`src/rtl/pkt_forwarder_pkg.sv`:
```
`default_nettype none
// =============================================================================
// Module   : pkt_forwarder_pkg
// Brief    : Shared FSM encoding and send/drop result constants.
// Revision : 1.0 - initial release
// =============================================================================
package pkt_forwarder_pkg;

   typedef enum logic [1:0] {
      WAIT_RESULT = 2'd0,
      FORWARD     = 2'd1,
      DROP        = 2'd2
   } fwd_state_e;

   // The parser writes these values into the decision FIFO.
   localparam logic RESULT_SEND = 1'b1;
   localparam logic RESULT_DROP = 1'b0;

   function automatic int axis_payload_width(input int data_width, input int tuser_width);
      return data_width + data_width / 8 + tuser_width + 1;
   endfunction

endpackage
`default_nettype wire

```
`src/rtl/pkt_forwarder_if.sv`:
```
`default_nettype none
// =============================================================================
// Module   : pkt_forwarder_if
// Brief    : AXI4-Stream bundle with master/slave modports.
// Revision : 1.0 - initial release
// =============================================================================
interface pkt_forwarder_if #(
   parameter int DATA_WIDTH  = 256,
   parameter int TUSER_WIDTH = 128
);
   logic [DATA_WIDTH-1:0]   tdata;
   logic [DATA_WIDTH/8-1:0] tstrb;
   logic [TUSER_WIDTH-1:0]  tuser;
   logic                    tvalid;
   logic                    tready;
   logic                    tlast;

   modport master (
      output tdata, tstrb, tuser, tvalid, tlast,
      input  tready
   );

   modport slave (
      input  tdata, tstrb, tuser, tvalid, tlast,
      output tready
   );
endinterface
`default_nettype wire

```
`src/rtl/pkt_forwarder_skid.sv`:
```
`default_nettype none
// =============================================================================
// Module   : axis_skid_reg
// Brief    : Two-entry registered stream slice; in_ready depends only on state.
// Revision : 1.0 - initial release
// =============================================================================
module axis_skid_reg #(
   parameter int WIDTH = 417
) (
   input  wire              clk,
   input  wire              rst,
   input  wire [WIDTH-1:0]  in_data,
   input  wire              in_valid,
   output logic             in_ready,
   output logic [WIDTH-1:0] out_data,
   output logic             out_valid,
   input  wire              out_ready
);
   logic [WIDTH-1:0] r_slot0;
   logic [WIDTH-1:0] r_slot1;
   logic             r_wr_ptr;
   logic             r_rd_ptr;
   logic [1:0]       r_count;
   logic             w_push;
   logic             w_pop;

   assign in_ready  = (r_count != 2'd2);
   assign out_valid = (r_count != 2'd0);
   assign out_data  = r_rd_ptr ? r_slot1 : r_slot0;
   assign w_push    = in_valid & in_ready;
   assign w_pop     = out_valid & out_ready;

   always_ff @(posedge clk or posedge rst) begin
      if (rst) begin
         r_slot0  <= '0;
         r_slot1  <= '0;
         r_wr_ptr <= 1'b0;
         r_rd_ptr <= 1'b0;
         r_count  <= 2'd0;
      end else begin
         if (w_push) begin
            if (r_wr_ptr) begin
               r_slot1 <= in_data;
            end else begin
               r_slot0 <= in_data;
            end
            r_wr_ptr <= ~r_wr_ptr;
         end
         if (w_pop) begin
            r_rd_ptr <= ~r_rd_ptr;
         end
         case ({w_push, w_pop})
            2'b10:   r_count <= r_count + 2'd1;
            2'b01:   r_count <= r_count - 2'd1;
            default: r_count <= r_count;
         endcase
      end
   end
endmodule
`default_nettype wire

```
`src/rtl/pkt_forwarder.sv`:
```
`default_nettype none
// =============================================================================
// Module   : pkt_forwarder
// Brief    : Pops one send/drop decision per packet, then forwards or discards it.
// Revision : 1.0 - initial release
// =============================================================================
module pkt_forwarder
   import pkt_forwarder_pkg::*;
#(
   parameter int C_M_AXIS_DATA_WIDTH  = 256,
   parameter int C_S_AXIS_DATA_WIDTH  = 256,
   parameter int C_M_AXIS_TUSER_WIDTH = 128,
   parameter int C_S_AXIS_TUSER_WIDTH = 128,
   parameter int CNT_WIDTH            = 32
) (
   input  wire                  axi_aclk,
   input  wire                  axi_areset,
   pkt_forwarder_if.slave       s_axis,
   pkt_forwarder_if.master      m_axis,
   input  wire                  result_dout,
   input  wire                  result_empty,
   output logic                 result_rd_en,
   output logic [CNT_WIDTH-1:0] fwd_count,
   output logic [CNT_WIDTH-1:0] drop_count
);
   localparam int c_s_payload_width = axis_payload_width(C_S_AXIS_DATA_WIDTH, C_S_AXIS_TUSER_WIDTH);
   localparam int c_m_payload_width = axis_payload_width(C_M_AXIS_DATA_WIDTH, C_M_AXIS_TUSER_WIDTH);

   fwd_state_e                   r_state;
   fwd_state_e                   w_next_state;
   logic [CNT_WIDTH-1:0]         r_fwd_count;
   logic [CNT_WIDTH-1:0]         r_drop_count;
   logic                         w_fwd_inc;
   logic                         w_drop_inc;
   logic                         w_s_tready;
   logic                         w_skid_in_valid;
   logic                         w_skid_in_ready;
   logic                         w_skid_out_valid;
   logic [c_s_payload_width-1:0] w_s_payload;
   logic [c_m_payload_width-1:0] w_in_payload;
   logic [c_m_payload_width-1:0] w_out_payload;

   assign w_s_payload  = {s_axis.tlast, s_axis.tuser, s_axis.tstrb, s_axis.tdata};
   assign w_in_payload = w_s_payload;

   always_ff @(posedge axi_aclk or posedge axi_areset) begin
      if (axi_areset) begin
         r_state <= WAIT_RESULT;
      end else begin
         r_state <= w_next_state;
      end
   end

   // The pop is gated by reset so a stale FIFO head is never consumed while held.
   always_comb begin
      w_next_state    = r_state;
      result_rd_en    = 1'b0;
      w_s_tready      = 1'b0;
      w_skid_in_valid = 1'b0;
      w_fwd_inc       = 1'b0;
      w_drop_inc      = 1'b0;
      case (r_state)
         WAIT_RESULT: begin
            if (!result_empty && !axi_areset) begin
               result_rd_en = 1'b1;
               w_next_state = (result_dout == RESULT_SEND) ? FORWARD : DROP;
            end
         end
         FORWARD: begin
            w_s_tready = w_skid_in_ready;
            if (s_axis.tvalid && w_skid_in_ready) begin
               w_skid_in_valid = 1'b1;
               if (s_axis.tlast) begin
                  w_fwd_inc    = 1'b1;
                  w_next_state = WAIT_RESULT;
               end
            end
         end
         DROP: begin
            w_s_tready = 1'b1;
            if (s_axis.tvalid && s_axis.tlast) begin
               w_drop_inc   = 1'b1;
               w_next_state = WAIT_RESULT;
            end
         end
         default: w_next_state = WAIT_RESULT;
      endcase
   end

   assign s_axis.tready = w_s_tready;

   always_ff @(posedge axi_aclk or posedge axi_areset) begin
      if (axi_areset) begin
         r_fwd_count  <= '0;
         r_drop_count <= '0;
      end else begin
         if (w_fwd_inc) begin
            r_fwd_count <= r_fwd_count + CNT_WIDTH'(1);
         end
         if (w_drop_inc) begin
            r_drop_count <= r_drop_count + CNT_WIDTH'(1);
         end
      end
   end

   assign fwd_count  = r_fwd_count;
   assign drop_count = r_drop_count;

   axis_skid_reg #(
      .WIDTH (c_m_payload_width)
   ) u_skid (
      .clk       (axi_aclk),
      .rst       (axi_areset),
      .in_data   (w_in_payload),
      .in_valid  (w_skid_in_valid),
      .in_ready  (w_skid_in_ready),
      .out_data  (w_out_payload),
      .out_valid (w_skid_out_valid),
      .out_ready (m_axis.tready)
   );

   assign m_axis.tvalid = w_skid_out_valid;
   assign m_axis.tdata  = w_out_payload[C_M_AXIS_DATA_WIDTH-1:0];
   assign m_axis.tstrb  = w_out_payload[C_M_AXIS_DATA_WIDTH +: C_M_AXIS_DATA_WIDTH/8];
   assign m_axis.tuser  = w_out_payload[C_M_AXIS_DATA_WIDTH + C_M_AXIS_DATA_WIDTH/8 +: C_M_AXIS_TUSER_WIDTH];
   assign m_axis.tlast  = w_out_payload[c_m_payload_width-1];
endmodule
`default_nettype wire

```
`src/flat_wrapper.sv`:
```
// flat-port wrapper written by rule: the top's interface ports become plain ports
module pkt_forwarder_flat import pkt_forwarder_pkg::*;
#(
   parameter int C_M_AXIS_DATA_WIDTH  = 256,
   parameter int C_S_AXIS_DATA_WIDTH  = 256,
   parameter int C_M_AXIS_TUSER_WIDTH = 128,
   parameter int C_S_AXIS_TUSER_WIDTH = 128,
   parameter int CNT_WIDTH            = 32
)
  (axi_aclk, axi_areset, result_dout, result_empty, result_rd_en, fwd_count, drop_count, s_axis_tdata, s_axis_tstrb, s_axis_tuser, s_axis_tvalid, s_axis_tlast, s_axis_tready, m_axis_tdata, m_axis_tstrb, m_axis_tuser, m_axis_tvalid, m_axis_tlast, m_axis_tready);
  pkt_forwarder_if #(.DATA_WIDTH((256)), .TUSER_WIDTH((128))) s_axis_i ();
  pkt_forwarder_if #(.DATA_WIDTH((256)), .TUSER_WIDTH((128))) m_axis_i ();
  input  wire axi_aclk;
  input  wire axi_areset;
  input  wire result_dout;
  input  wire result_empty;
  output logic result_rd_en;
  output logic [CNT_WIDTH-1:0] fwd_count;
  output logic [CNT_WIDTH-1:0] drop_count;
  input wire logic [$bits(s_axis_i.tdata)-1:0] s_axis_tdata;
  input wire logic [$bits(s_axis_i.tstrb)-1:0] s_axis_tstrb;
  input wire logic [$bits(s_axis_i.tuser)-1:0] s_axis_tuser;
  input wire logic [$bits(s_axis_i.tvalid)-1:0] s_axis_tvalid;
  input wire logic [$bits(s_axis_i.tlast)-1:0] s_axis_tlast;
  output wire logic [$bits(s_axis_i.tready)-1:0] s_axis_tready;
  output wire logic [$bits(m_axis_i.tdata)-1:0] m_axis_tdata;
  output wire logic [$bits(m_axis_i.tstrb)-1:0] m_axis_tstrb;
  output wire logic [$bits(m_axis_i.tuser)-1:0] m_axis_tuser;
  output wire logic [$bits(m_axis_i.tvalid)-1:0] m_axis_tvalid;
  output wire logic [$bits(m_axis_i.tlast)-1:0] m_axis_tlast;
  input wire logic [$bits(m_axis_i.tready)-1:0] m_axis_tready;
  assign s_axis_i.tdata = s_axis_tdata;
  assign s_axis_i.tstrb = s_axis_tstrb;
  assign s_axis_i.tuser = s_axis_tuser;
  assign s_axis_i.tvalid = s_axis_tvalid;
  assign s_axis_i.tlast = s_axis_tlast;
  assign s_axis_tready = s_axis_i.tready;
  assign m_axis_tdata = m_axis_i.tdata;
  assign m_axis_tstrb = m_axis_i.tstrb;
  assign m_axis_tuser = m_axis_i.tuser;
  assign m_axis_tvalid = m_axis_i.tvalid;
  assign m_axis_tlast = m_axis_i.tlast;
  assign m_axis_i.tready = m_axis_tready;
  pkt_forwarder #(.C_M_AXIS_DATA_WIDTH(C_M_AXIS_DATA_WIDTH), .C_S_AXIS_DATA_WIDTH(C_S_AXIS_DATA_WIDTH), .C_M_AXIS_TUSER_WIDTH(C_M_AXIS_TUSER_WIDTH), .C_S_AXIS_TUSER_WIDTH(C_S_AXIS_TUSER_WIDTH), .CNT_WIDTH(CNT_WIDTH)) u_core (.axi_aclk(axi_aclk), .axi_areset(axi_areset), .s_axis(s_axis_i), .m_axis(m_axis_i), .result_dout(result_dout), .result_empty(result_empty), .result_rd_en(result_rd_en), .fwd_count(fwd_count), .drop_count(drop_count));
endmodule
```
`config.mk`:
```
export PLATFORM = sky130hd
export DESIGN_NAME = pkt_forwarder_flat
export DESIGN_NICKNAME = d
export VERILOG_FILES = /design/src/rtl/pkt_forwarder_pkg.sv /design/src/rtl/pkt_forwarder_if.sv /design/src/rtl/pkt_forwarder_skid.sv /design/src/rtl/pkt_forwarder.sv /design/src/flat_wrapper.sv
export SDC_FILE = /design/constraint.sdc
export NUM_CORES = 2
export LEC_CHECK = 0
export ABC_AREA = 1
export CAP_MARGIN = 20
export CELL_PAD_IN_SITES_DETAIL_PLACEMENT = 2
export CELL_PAD_IN_SITES_GLOBAL_PLACEMENT = 2
export CORE_MARGIN = 2
export CORE_UTILIZATION = 32
export CTS_BUF_LIST = sky130_fd_sc_hd__clkbuf_8
export CTS_CLUSTER_SIZE = 25
export DETAILED_ROUTE_END_ITERATION = 8
export GPL_TIMING_DRIVEN = 0
export PLACE_DENSITY = 0.95
export SETUP_SLACK_MARGIN = 0.2
export SYNTH_ARGS = -nofsm -noshare
export SYNTH_HDL_FRONTEND = slang
export SYNTH_SLANG_ARGS = --single-unit
```
`constraint.sdc`:
```
create_clock -name axi_aclk -period 77.7 [get_ports axi_aclk]
set_clock_uncertainty 0.2 [all_clocks]
set_input_delay 7.77 -clock axi_aclk [delete_from_list [all_inputs] [get_ports axi_aclk]]
set_output_delay 7.77 -clock axi_aclk [all_outputs]
set_load 0.1 [all_outputs]
```
==> qor.txt <==
Worst-skew pair later-pin latency = 0.90 ns
IO Port Bufs = 906
1st-pass router iterations = 6
Area added between synthesis and finish = 38.6%
# DRC = 0
Ys flop type = dfrtp_1
Clk buf depth = 3
Worst slew pin tran = 1.28 ns
Setup Buffers After CTS = 0
RePlAce Congestion = 0.878
Post-synthesis sequential area ratio = 57.1%
Post-synth top area cell = dfrtp_1
Yosys reg bits = 904
Status = finished clean
GRT Overall Usage = 37.5%
TritonCTS clock tree = yes
Full die area = 0.127 sq mm
Synthesized area = 0.0396 sq mm
RSZ-0062 raised after global routing = no
Routed wire per std cell = 31.2 microns
Detailed-route via count = 42,900
Fin. Hold Viols = 0
Crit path largest cell delay = 1.26 ns
Setup tns final = 0 ns
Die width = 356 microns
CP Max Fanout = 3
Top cells by count, synth = nand2_1 (2,250), dfrtp_1 (904), o21ai_1 (736)
Root buffer cell = clkbuf_8
Fin util = 44.5%
Syn avg cell area = 7.98 sq um
Largest delay contributor family on the critical path = buffers and inverters
Antenna-violating nets left = 0
Crit share post-route = 22.9%
Crit path DAT = 9.80 ns
Final setup vio count = 0
Core area = 0.123 sq mm
Top Ports = 907
Vias per cell = 5.44
Post-synth cell types = 27
CTS sink cnt = 904
Mapped Cells = 4,962
Die Ht = 356 microns
Headroom to the max-slew limit = 14.3%
Most used cell, CP = clkdlybuf4s50_1
Most instantiated library cell after synthesis = nand2_1
Slew Viols, Final = 0
WS Path Type = in2out
Area share of the largest cell type after synthesis = 57.1%
Net count reported at finish = 6,489
CP Launch Type = input port
Pin count of the biggest net entering global routing = 123
Routed wl met2 = 122,000 microns
Ys Warns = 0
PostCTS Resize Cnt = 0
First-pass GRT wire length = 350,000 microns
CTS Hold Buffers Added = 0
Crit path buf inv count = 2
Top routing layer used = met5
Detailed Route WL = 246,000 microns
Worst Hold Class = reg2reg
Crit path max-delay cell type = clkdlybuf4s50_1
Synth area leaders = dfrtp_1 (57%), nand2_1 (21%), o21ai_1 (9.3%)
Fillcell total = 13,500
Crit end category = output port
Post-synth EDFFs = 0
Tmin final = 17.77 ns
Antenna violations before repair = 85
Share of layout cells above drive strength 1 = 6.16%
DP Wirelength = 154,000 microns
Congestion Overflow GR = 0
Initial Util = 32.1%
H-tree level count = 4
Total clock buffers created by CTS = 166
Data required, critical path = 69.73 ns
Critical path cell sequence = clkdlybuf4s50_1 -> nor3_1 -> clkdlybuf4s50_1
WL met3 = 19,000 microns
Vias in the first global route = 49,700
Syn nets = 5,391
FFs w/ async S/R, synth = 100%
Fmax = 56.3 MHz
Initial DRC count = 3,329
# rows = 129
Max-Cap Viols = 0
Clk pin slew, worst setup/hold paths = 0.05 ns
Wl on met1 = 82,300 microns
-- through the flow --
| stage | setup WS, ns | std cells | hold WS, ns | cell area, sq um |
|---|---|---|---|---|
| finish | 59.93 | 7891 | 0.288 | 54900 |
| global placement | 32.88 | 7505 | 0.265 | 50700 |
| detailed placement | 59.94 | 7525 | 0.274 | 51200 |
| floorplan | 44.32 | 4962 | 0.253 | 39600 |
| global route | 59.92 | 7886 | 0.316 | 54900 |
| CTS | 59.95 | 7823 | 0.291 | 54700 |
-- metal layers --
layer	up-vias	GRT usage (%)
li1	17600	-
met1	22000	37.9
met2	2170	64.9
met3	1077	10.5
met4	46	29.3
met5	-	0
-- path summary, 6_finish.rpt --
check / startpoint / to / slack [ns] / depth (start not counted)
worst min-delay path: u_core.u_skid.r_slot1[275] / u_core.u_skid.r_slot1[275] / 0.29 / 2
worst min register to register: u_core.u_skid.r_slot1[275] / u_core.u_skid.r_slot1[275] / 0.29 / 2
worst max-delay path: axi_areset / result_rd_en / 59.93 / 3
max in group asynchronous: axi_areset / u_core.u_skid.r_slot0[332] / 67.92 / 5
min in group asynchronous: axi_areset / u_core.r_state[1] / 7.17 / 2
worst max register to register: u_core.r_state[1] / u_core.u_skid.r_slot0[206] / 74.42 / 7
-- sequential cells by signal, summed over array words and instances (netlist names) --
signal                  count
u_core.u_skid.r_slot0     417
u_core.u_skid.r_slot1     417
u_core.u_skid.r_wr_ptr      1
u_core.r_state              2
u_core.fwd_count           32
u_core.drop_count          32
u_core.u_skid.r_count       2
u_core.u_skid.r_rd_ptr      1
-- tightest hold or removal path: stages, from the launching register on --
cell	delay, ns
dfrtp_1	0.34
nand2_1	0.05
o21ai_0	0.06
-- layout by cell type, fill, tap and decap left out, types with 2 or more instances in the layout --
cell type and count:
xnor2_1 20, clkbuf_8 216, inv_8 4, nand4_1 19, bufinv_16 4, clkinvlp_4 3
buf_8 5, clkinv_2 12, inv_6 4, o21ai_0 109, clkdlybuf4s50_1 904, o21ai_1 736
ha_1 6, nand3_2 2, clkbuf_1 145, nor3_1 4, nand3_1 37, nand2_1 2250
dfrtp_1 904, nand3b_1 8, buf_12 9, buf_16 10, nor2_1 73, buf_6 23
a21oi_1 2, buf_1 34, buf_2 78, xor2_1 17, buf_4 2, diode_2 64
nor2_2 3, inv_1 539
-- final cells by class --
cell class | instances | area [sq um] | area share, %
Tap cell | 1637 | 2050 | 3.73
Clock buffer | 216 | 2970 | 5.42
Antenna cell | 64 | 160 | 0.292
Sequential cell | 904 | 22600 | 41.2
Buffer | 280 | 1330 | 2.42
Clock inverter | 82 | 507 | 0.923
Inverter | 487 | 1840 | 3.34
Multi-Input combinational cell | 3291 | 13800 | 25.2
Timing Repair Buffer | 930 | 9590 | 17.5
-- cells by family (layout without fill, tap and decap cells) --
group	count (synthesis)	after routing	synth area share [%]
simple gates	2398	2398	23.1
flops	904	904	57.1
compound gates	850	850	10.8
buf+inv	767	1995	7.96
xor+xnor	37	37	0.818
fa+ha+maj	6	6	0.190
other cells	0	64	0
Power is left out: the tool's default activity adds up to more than one toggle a clock period on the data nets, which glitch-free logic cannot reach.
